## src/rtl/regfile_wb_arbiter.sv

```systemverilog
// Writeback arbiter for the single RegisterFile write port (port 0 = ALU, port 1 = load unit),
// plus a pending-write scoreboard used by issue logic for RAW hazard detection.
module regfile_wb_arbiter #(
   parameter int DATA_W = 32,
   parameter int ADDR_W = 5,
   localparam int NREG  = 2 ** ADDR_W
) (
   input  logic              clk,
   input  logic              rst,
   input  logic              wb0_valid,
   input  logic [ADDR_W-1:0] wb0_rd,
   input  logic [DATA_W-1:0] wb0_data,
   output logic              wb0_ready,
   input  logic              wb1_valid,
   input  logic [ADDR_W-1:0] wb1_rd,
   input  logic [DATA_W-1:0] wb1_data,
   output logic              wb1_ready,
   output logic              rf_wen,
   output logic [ADDR_W-1:0] rf_rd,
   output logic [DATA_W-1:0] rf_din,
   input  logic              iss_valid,
   input  logic [ADDR_W-1:0] iss_rd,
   input  logic [ADDR_W-1:0] chk_rs1,
   input  logic [ADDR_W-1:0] chk_rs2,
   output logic              haz_rs1,
   output logic              haz_rs2,
   output logic [NREG-1:0]   pend
);

   logic              grant0_s;
   logic              grant1_s;
   logic              xfer_s;
   logic [ADDR_W-1:0] sel_rd_s;
   logic [DATA_W-1:0] sel_data_s;
   logic [NREG-1:0]   pend_nxt_s;

   logic              last_grant_r;
   logic              rf_wen_r;
   logic [ADDR_W-1:0] rf_rd_r;
   logic [DATA_W-1:0] rf_din_r;
   logic [NREG-1:0]   pend_r;

   // Round-robin grant; no grant at all while reset is asserted
   always_comb begin
      grant0_s = 1'b0;
      grant1_s = 1'b0;
      if (rst) begin
         grant0_s = 1'b0;
         grant1_s = 1'b0;
      end else if (wb0_valid && wb1_valid) begin
         if (last_grant_r) begin
            grant0_s = 1'b1;
         end else begin
            grant1_s = 1'b1;
         end
      end else if (wb0_valid) begin
         grant0_s = 1'b1;
      end else if (wb1_valid) begin
         grant1_s = 1'b1;
      end else begin
         grant0_s = 1'b0;
         grant1_s = 1'b0;
      end
   end

   // Select the granted requester's destination and data
   always_comb begin
      sel_rd_s   = {ADDR_W{1'b0}};
      sel_data_s = {DATA_W{1'b0}};
      if (grant1_s) begin
         sel_rd_s   = wb1_rd;
         sel_data_s = wb1_data;
      end else begin
         sel_rd_s   = wb0_rd;
         sel_data_s = wb0_data;
      end
   end

   assign xfer_s = grant0_s | grant1_s;

   // Scoreboard next state: clear on commit, then set on reservation so a new producer wins
   always_comb begin
      pend_nxt_s = pend_r;
      if (rf_wen_r) begin
         pend_nxt_s[rf_rd_r] = 1'b0;
      end else begin
         pend_nxt_s = pend_r;
      end
      if (iss_valid && (iss_rd != {ADDR_W{1'b0}})) begin
         pend_nxt_s[iss_rd] = 1'b1;
      end else begin
         pend_nxt_s[0] = 1'b0;
      end
      pend_nxt_s[0] = 1'b0;
   end

   // Registered write port, arbitration history and scoreboard
   always_ff @(posedge clk) begin
      if (rst) begin
         last_grant_r <= 1'b1;
         rf_wen_r     <= 1'b0;
         rf_rd_r      <= {ADDR_W{1'b0}};
         rf_din_r     <= {DATA_W{1'b0}};
         pend_r       <= {NREG{1'b0}};
      end else begin
         pend_r <= pend_nxt_s;
         if (xfer_s) begin
            last_grant_r <= grant1_s;
            // x0 is accepted but never written
            rf_wen_r     <= (sel_rd_s != {ADDR_W{1'b0}});
            rf_rd_r      <= sel_rd_s;
            rf_din_r     <= sel_data_s;
         end else begin
            rf_wen_r     <= 1'b0;
         end
      end
   end

   assign wb0_ready = grant0_s;
   assign wb1_ready = grant1_s;
   assign rf_wen    = rf_wen_r;
   assign rf_rd     = rf_rd_r;
   assign rf_din    = rf_din_r;
   assign pend      = pend_r;
   assign haz_rs1   = pend_r[chk_rs1];
   assign haz_rs2   = pend_r[chk_rs2];

endmodule
```

## config.mk

```make
export PLATFORM = sky130hd
export DESIGN_NAME = regfile_wb_arbiter
export DESIGN_NICKNAME = d
export VERILOG_FILES = /design/src/rtl/regfile_wb_arbiter.sv
export SDC_FILE = /design/constraint.sdc
export NUM_CORES = 1
export LEC_CHECK = 0
export BUFFER_PORTS_ARGS = -buffer_cell sky130_fd_sc_hd__buf_2
export CORE_MARGIN = 2
export CORE_UTILIZATION = 40
export CTS_CLUSTER_SIZE = 20
export DETAILED_ROUTE_END_ITERATION = 7
export PLACE_DENSITY = 0.71
export SLEW_MARGIN = 15
export SYNTH_ARGS = -nofsm -noshare
export SYNTH_HDL_FRONTEND = slang
export SYNTH_SLANG_ARGS = --single-unit
export TNS_END_PERCENT = 10
```

## constraint.sdc

```tcl
create_clock -name clk -period 2.03 [get_ports clk]
set_input_delay 0.203 -clock clk [delete_from_list [all_inputs] [get_ports clk]]
set_output_delay 0.203 -clock clk [all_outputs]
set_load 0.05 [all_outputs]
```

==> summary.txt, run 1 <==
Global route
  – Initial antenna violation count: 0
  – Global Route Usage Sum: 23.50%
  – First-pass GRT wire length: 16.76 mm
  – Largest net degree at the start of global routing: 40
  – Vias in the first global route: 3443
  – GRT overflow: 0

Floorplan
  – Die width: 96.28 um
  – Initial Util: 41.45%
  – Num rows: 33
  – Die ar.: 9269 um^2
  – I/O Pins: 168
  – Core area: 8217 um^2
  – Die Span Y: 96.28 um

Setup path
  – CP Launch Point: pend[23]$_SDFF_PP0_
  – CP required: 1830 ps
  – Flop2flop setup slack: 670 ps
  – Reg2reg end: pend[20]$_SDFF_PP0_
  – FF-to-FF path depth: 3
  – Cell-by-cell trace of the critical path: mux4_2, nand2b_1, o2111ai_1, nand4_1, buf_4
  – Slowest-stage cell, CP: mux4_2
  – Crit. End Element: primary output
  – Reg-to-reg startpoint: rf_wen$_SDFF_PP0_
  – Startpoint types: register
  – WS Path Type: reg2out
  – Slowest stage delay, CP: 450 ps
  – Crit path to: haz_rs2
  – Crit path DAT: 1770 ps
  – Largest delay share family, worst path: multiplexers
  – Critical Path Stages: 5
  – Crit path buf inv count: 1
  – Critical Path Fanout Max: 4

STA
  – Final Hold Vio Count: 0
  – RSZ-0062 raised after global routing: true
  – Max Transition Viols Final: 0
  – Tmin final: 1971 ps
  – Max frequency: 507.4 MHz
  – Headroom to the max-slew limit: 53.08%
  – Slew @ Worst Pin: 701.2 ps
  – Setup TNS: 0 ps
  – Finish-stage setup viols: 0
  – Final period util: 97.09%
  – Layout Skew: 14.12 ps
  – Final hold slack: 96.74 ps

Finish
  – Layout cells sized above 1: 34.97%
  – Area Growth Syn to Fin: 33.06%
  – Diodes inserted: 0
  – Final net count: 661
  – Filler Cell Count: 792
  – Final non-filler cell area: 4532 um^2

Synth
  – Area contributors post-synth: dfxtp_1, a21oi_1, a22oi_1, nand2_1, mux2i_1
  – Flops & latches, synth: 70
  – Netlist cell types: 32
  – Register area share after synthesis: 41.15%
  – Post-synth top area cell: dfxtp_1
  – YS warnings: 0
  – Top cell type's share of synthesized area: 41.15%
  – Syn Nets: 507
  – Cell Area, Synth: 3406 um^2
  – Synth Area per Inst: 8.246 um^2
  – Post-synthesis cell count: 413

Drt
  – Total Routed Length: 11.01 mm
  – Antenna-violating nets left: 0
  – Vias per cell: 5.502
  – Iteration-0 DRC Markers: 236
  – # DRC: 0
  – Pre-antenna DRT Iters: 5
  – Average wire per standard cell: 16.27 um
  – Vias: 3725

Clocking
  – CTS root buf: clkbuf_8
  – Max Buffers Root-to-Sink: 2
  – Hold-fix buffers, CTS: 0
  – CTS tree: done
  – Clock transition at path regs: 90 ps
  – Clk sink count: 70
  – Cts bufs inserted: 9
  – Post-cts resize count: 0
  – Postcts setup bufs: 0
  – Clk Latency, worst-skew pair: 350 ps
  – H-tree depth: 3

Placement
  – Port Buf Inserts: 166
  – Placer Congestion: 0.9059
  – Dpl cell area: 4327 um^2
  – DP Wirelength: 8.286 mm

Power and ir drop
  – PD cells: 739.4 nW/um^2
  – Pleak: 2.015 nW
  – VDD IR max: 410.7 uV

Min path
  – Hold Path Class: in2reg
  – Hold_sp: wb1_rd[1]

Run status
  – Status: finished clean

Job
  – Max_cap viols: 0
worst min path at each step:
| stage | end | slack (ps) | cells past startpoint |
|---|---|---|---|
| 5_1_grt | rf_wen$_SDFF_PP0_ | 110 | 3 |
| 2_1_floorplan | rf_wen$_SDFF_PP0_ | 340 | 2 |
| 6_report | rf_wen$_SDFF_PP0_ | 100 | 3 |
| 3_5_place_dp | rf_din[22]$_SDFFE_PP0P_ | 440 | 2 |
| 3_3_place_gp | rf_din[14]$_SDFFE_PP0P_ | 440 | 2 |
| 4_1_cts | rf_wen$_SDFF_PP0_ | 90 | 3 |
layer usage:
| metal | GRT usage [%] | share of wire (%) |
|---|---|---|
| met3 | 5.638 | 9.0 |
| met4 | 8.690 | 1.6 |
| met1 | 29.07 | 40 |
| met5 | 0 | 0 |
| met2 | 39.53 | 50 |
layout make-up:
cell class	count	area, um^2	share of cell area [%]
Clock buffer	9	123.9	2.733
Clock inverter	7	78.83	1.739
Inverter	4	15.01	0.3313
Multi-Input combinational cell	308	1863	41.11
Sequential cell	70	1401	30.92
Tap cell	105	131.4	2.899
Timing Repair Buffer	174	918.4	20.27
layout by cell type (no fill, tap or decap), types with 2 or more instances in the layout:
cell and count:
a211oi_1 7, a21oi_1 69, a22oi_1 36, and3_1 2
and3b_1 3, buf_12 2, buf_2 165, buf_4 7
clkbuf_8 9, clkinv_4 2, dfxtp_1 70, inv_1 3
inv_6 3, mux2i_1 23, mux4_2 6, nand2_1 71
nand2b_1 4, nand3_1 10, nand3b_1 6, nand4_1 2
nor2_1 13, nor2b_1 5, nor3b_1 4, o2111ai_1 2
o211ai_1 2, o21ai_0 33, or3b_2 2, or4_1 2
Yosys cell counts:
cell        n
a211o_1     1
a211oi_1    7
a21oi_1    69
a22oi_1    36
and3_1      2
and3b_1     3
buf_2      10
buf_4       2
clkbuf_1   19
clkinv_1    1
conb_1      1
dfxtp_1    70
inv_1       3
mux2i_1    23
mux4_2      6
nand2_1    71
nand2b_1    4
nand3_1    10
nand3b_1    6
nand4_1     2
nor2_1     13
nor2b_1     5
nor3_1      1
nor3_2      1
nor3b_1     4
o2111ai_1   2
o211ai_1    2
o21ai_0    33
o21bai_1    1
or3_1       1
or3b_2      2
or4_1       2
sequential cells by signal, summed over array words and instances (netlist names):
register	count
pend	31
rf_wen	1
last_grant_r	1
rf_din	32
rf_rd	5
metrics by stage:
stage / cells / total power, mW / utilization (%) / setup WS (ps)
final: 677 / 3.351 / 55.15 / 58.98
after global routing: 677 / 3.501 / 55.15 / -1.632
after CTS: 677 / 3.375 / 55.12 / 50.37
after detailed placement: 661 / 2.228 / 52.66 / 276.6
after global placement: 661 / 2.214 / 52.66 / 291.7
after floorplan: 413 / 1.982 / - / 118.2
power breakdown:
part	total (mW)	internal (mW)	switching, mW
combinational	0.720	0.229	0.492
sequential	1.48	1.43	0.0457
clock	1.15	0.582	0.569
total	3.35	2.24	1.11
cell families after synthesis:
| family | share of synthesized area, % |
|---|---|
| buffers and inverters | 4.445 |
| multiplexers | 10.73 |
| other | 0.1101 |
| AO/OA/AOI/OAI | 25.90 |
| flip-flops | 41.15 |
| AND/OR/NAND/NOR | 17.67 |
worst reg2reg max path, stage by stage, from the launching register on:
cell	delay, ps
dfxtp_1	380
or3b_2	560
o21ai_0	200
a21oi_1	80
No activity file was read; power rests on OpenSTA's default activity.
==> run 2, diff against run 1 <==
==> constraint.sdc (replaced) <==
create_clock -name clk -period 2.03 [get_ports clk]
set_input_delay 0.203 -clock clk [delete_from_list [all_inputs] [get_ports clk]]
set_output_delay 0.203 -clock clk [all_outputs]
set_load 0.005 [all_outputs]
==> summary.txt, run 2 (synthesis results as in run 1) <==
Run status
  – Status: finished clean

Setup path
  – Reg-to-reg startpoint: rf_rd[4]$_SDFFE_PP0P_
  – Reg2reg end: pend[19]$_SDFF_PP0_
  – WS Path Type: reg2out
  – FF-to-FF path depth: 3
  – Critical Path Fanout Max: 4
  – Flop2flop setup slack: 600 ps
  – Crit path DAT: 1650 ps
  – Crit. End Element: primary output
  – Startpoint types: register
  – CP required: 1830 ps

Floorplan
  – Die Span Y: 96.28 um
  – Num rows: 33
  – Initial Util: 41.45%
  – Die width: 96.28 um
  – Core area: 8217 um^2
  – Die ar.: 9269 um^2
  – I/O Pins: 168

Placement
  – Dpl cell area: 4319 um^2
  – DP Wirelength: 8.354 mm
  – Port Buf Inserts: 166
  – Worst slack, placed: 371.4 ps
  – Placer Congestion: 0.9021

Finish
  – Most common cell after layout, fill and taps aside: buf_2
  – Final non-filler cell area: 4481 um^2
  – Filler Cell Count: 806
  – Area Growth Syn to Fin: 31.56%
  – Layout cells sized above 1: 34.51%
  – Diodes inserted: 0
  – Most frequent cells in the layout: buf_2, nand2_1, dfxtp_1
  – Final net count: 660
  – Max reg flops: 32

STA
  – Layout Skew: 4.681 ps
  – Final Hold Vio Count: 0
  – RSZ-0062 raised after global routing: false
  – Headroom to the max-slew limit: 54.56%
  – Finish-stage setup viols: 0
  – Max Transition Viols Final: 0
  – Slew @ Worst Pin: 679.1 ps
  – Setup TNS: 0 ps
  – Setup slack after layout: 178.1 ps
  – Max frequency: 540.0 MHz
  – Final hold slack: 106.9 ps
  – Final period util: 91.23%
  – Tmin final: 1852 ps

Clocking
  – Hold-fix buffers, CTS: 0
  – Clock transition at path regs: 70 ps
  – Max Buffers Root-to-Sink: 2
  – Postcts setup bufs: 0
  – Clk Latency, worst-skew pair: 330 ps
  – Clk sink count: 70
  – H-tree depth: 3
  – CTS tree: done
  – CTS root buf: clkbuf_8
  – Post-cts resize count: 0
  – Cts bufs inserted: 9

Drt
  – Iteration-0 DRC Markers: 229
  – Antenna-violating nets left: 0
  – Pre-antenna DRT Iters: 5
  – Vias: 3677
  – Vias per cell: 5.464
  – # DRC: 0
  – Average wire per standard cell: 16.31 um
  – Total Routed Length: 10.98 mm

Min path
  – Hold Path End: rf_wen$_SDFF_PP0_
  – Hold depth: 3
  – Hold_sp: wb1_rd[1]
  – Hold Path Class: in2reg

Global route
  – Initial antenna violation count: 0
  – Vias in the first global route: 3448
  – Largest net degree at the start of global routing: 40
  – GRT overflow: 0
  – Global Route Usage Sum: 23.30%
  – First-pass GRT wire length: 16.58 mm

Power and ir drop
  – Pleak: 1.992 nW
  – VDD IR max: 356.9 uV
  – PD cells: 653.6 nW/um^2

Job
  – Max_cap viols: 0
run 2: changes by cell type in the layout (fill, tap and decap cells not counted):
| cell | before | now |
|---|---|---|
| buf_4 | 7 | 5 |
| clkinv_4 | 2 | 0 |
| clkbuf_8 | 9 | 11 |
| buf_2 | 165 | 166 |
| clkinv_2 | 1 | 2 |
| bufinv_16 | 1 | 0 |
| inv_6 | 3 | 0 |
run 2: worst max-delay path, stage by stage (launching register included):
cell and delay (ps):
dfxtp_1 330, mux4_2 450, nand2b_1 150, o2111ai_1 110, nand4_1 130, buf_2 150
run 2: power breakdown:
part	internal, mW	switching [mW]
Clock	0.486	0.477
Combinational	0.223	0.260
Sequential	1.43	0.0469
run 2: per-layer routing:
layer	track usage [%]	part of all wire (%)	wire, um	vias up
li1	-	-	-	1798
met1	26.92	39	4297	1690
met2	40.34	50	5511	173
met3	6.500	8.6	945	16
met4	9.524	2.0	223	0
met5	0	0	0	-
run 2: stage by stage:
step                      power (mW)  utilization, %  instances
after detailed placement       1.997           52.57        660
final                          2.928           54.53        673
after global routing           3.067           54.53        673
after CTS                      2.948           54.53        673
after global placement         1.984           52.57        660
after floorplan                1.755               -        413
run 2: how the worst max path moves through the flow:
stage | cells after the start | from | endpoint | slack, ps
after floorplan | 5 | chk_rs1[0] | haz_rs1 | 620
after global placement | 6 | chk_rs1[0] | haz_rs1 | 370
after detailed placement | 6 | chk_rs1[0] | haz_rs1 | 370
after CTS | 5 | pend[7]$_SDFF_PP0_ | haz_rs1 | 160
after global routing | 5 | pend[7]$_SDFF_PP0_ | haz_rs2 | 90
final | 5 | pend[23]$_SDFF_PP0_ | haz_rs2 | 180
run 2: final cells by class:
cell class	instances	area [um^2]	share of cell area (%)
clock inverters	2	10.01	0.2234
clock buffers	11	151.4	3.379
repair buffers	173	908.4	20.27
multi-input cells	308	1863	41.58
flip-flops and latches	70	1401	31.28
well taps	105	131.4	2.932
inverters	4	15.01	0.3351
==> run 3, diff against run 2 <==
--- a/config.mk
+++ b/config.mk
@@ -8,9 +8,10 @@
 export BUFFER_PORTS_ARGS = -buffer_cell sky130_fd_sc_hd__buf_2
 export CORE_MARGIN = 2
 export CORE_UTILIZATION = 40
-export CTS_CLUSTER_SIZE = 20
+export CTS_CLUSTER_SIZE = 24
 export DETAILED_ROUTE_END_ITERATION = 7
 export PLACE_DENSITY = 0.71
+export RECOVER_POWER = 25
 export SLEW_MARGIN = 15
 export SYNTH_ARGS = -nofsm -noshare
 export SYNTH_HDL_FRONTEND = slang
==> summary.txt, run 3 (synthesis results as in run 1) <==
Run status
  – Status: finished clean

Finish
  – Fin util: 54.18%
  – Sequential cell area: 1401 um^2
  – Final net count: 660
  – Most common cell after layout, fill and taps aside: buf_2
  – Diodes inserted: 0
  – Most frequent cells in the layout: buf_2, nand2_1, dfxtp_1
  – Filler Cell Count: 822
  – Multi-input logic area: 1863 um^2
  – Layout cells sized above 1: 30.46%
  – Area Growth Syn to Fin: 30.71%
  – Max reg flops: 32
  – Final non-filler cell area: 4452 um^2
  – Final non-filler cell total: 673

Power and ir drop
  – Register share of total power: 50.7%
  – Total Power: 2.923 mW
  – VDD IR max: 352.8 uV
  – Combinational power share: 16.3%
  – Net switching power: 0.7860 mW
  – Sw Share: 26.89%
  – Clock power frac: 32.9%
  – PD cells: 656.6 nW/um^2
  – Pleak: 1.898 nW
  – Internal power consumption: 2.137 mW

Clocking
  – H-tree depth: 3
  – CTS root buf: clkbuf_8
  – Clock transition at path regs: 70 ps
  – CTS tree: done
  – Max Buffers Root-to-Sink: 2
  – Cts bufs inserted: 9
  – Post-cts resize count: 0
  – Hold-fix buffers, CTS: 0
  – Clk sink count: 70
  – Clk Latency, worst-skew pair: 330 ps
  – Postcts setup bufs: 0

STA
  – Slew @ Worst Pin: 670.6 ps
  – Layout Skew: 5.266 ps
  – Final Hold Vio Count: 0
  – Max frequency: 541.0 MHz
  – Setup slack after layout: 181.7 ps
  – RSZ-0062 raised after global routing: false
  – Final hold slack: 106.5 ps
  – Tmin final: 1848 ps
  – Headroom to the max-slew limit: 55.13%
  – Max Transition Viols Final: 0
  – Final period util: 91.05%
  – Finish-stage setup viols: 0
  – Setup TNS: 0 ps

Setup path
  – Flop2flop setup slack: 580 ps
  – Critical Path Fanout Max: 4
  – CP required: 1830 ps
  – Startpoint types: register
  – WS Path Type: reg2out
  – Crit. End Element: primary output
  – Crit path DAT: 1650 ps

Floorplan
  – Die ar.: 9269 um^2
  – Die width: 96.28 um
  – Initial Util: 41.45%
  – Core area: 8217 um^2
  – I/O Pins: 168
  – Die Span Y: 96.28 um
  – Num rows: 33

Global route
  – Initial antenna violation count: 0
  – Largest net degree at the start of global routing: 40
  – Vias in the first global route: 3448
  – GRT overflow: 0
  – First-pass GRT wire length: 16.58 mm
  – Global Route Usage Sum: 23.30%

Placement
  – Port Buf Inserts: 166
  – Dpl cell area: 4319 um^2
  – Worst slack, placed: 371.4 ps
  – DP Wirelength: 8.354 mm
  – Placed cells: 660
  – Placer Congestion: 0.9021

Drt
  – Vias: 3740
  – Antenna-violating nets left: 0
  – Total Routed Length: 11.01 mm
  – Average wire per standard cell: 16.36 um
  – # DRC: 0
  – Vias per cell: 5.557
  – Pre-antenna DRT Iters: 6
  – Iteration-0 DRC Markers: 219

Job
  – Max_cap viols: 0

Min path
  – Hold Path Class: in2reg
-- run 3: critical path, cell delays in order (launching register included) --
cell	delay [ps]
dfxtp_1	330
mux4_2	450
nand2b_1	150
o2111ai_1	110
nand4_1	120
buf_2	150
-- run 3: per-layer routing --
metal | share of wire, % | track usage, % | vias to the layer above
met1 | 39 | 26.92 | 1726
met2 | 50 | 40.34 | 196
met3 | 9.2 | 6.500 | 18
met5 | 0 | 0 | -
li1 | - | - | 1800
met4 | 2.1 | 9.524 | 0
-- run 3: final cells by class --
type | instances | area share [%]
multi-input combinational | 308 | 41.85
sequential | 70 | 31.48
timing repair buffer | 173 | 19.76
clock buffer | 11 | 3.401
tap | 105 | 2.951
inverter | 4 | 0.3373
clock inverter | 2 | 0.2248
-- run 3: worst paths after layout --
| path | start | to | cells after the start |
|---|---|---|---|
| hold reg to reg | rf_din[17]$_SDFFE_PP0P_ | rf_din[17]$_SDFFE_PP0P_ | 2 |
| setup / recovery | pend[23]$_SDFF_PP0_ | haz_rs2 | 5 |
| setup reg to reg | rf_rd[4]$_SDFFE_PP0P_ | pend[19]$_SDFF_PP0_ | 3 |
| hold / removal | wb1_rd[1] | rf_wen$_SDFF_PP0_ | 3 |
-- run 3: power by group through the flow --
stage	logic (mW)	clock network, mW	registers [mW]
CTS	0.485	0.981	1.48
finish	0.478	0.963	1.48
detailed placement	0.485	0	1.51
global placement	0.474	0	1.51
global route	0.529	1.04	1.49
floorplan	0.250	0	1.50
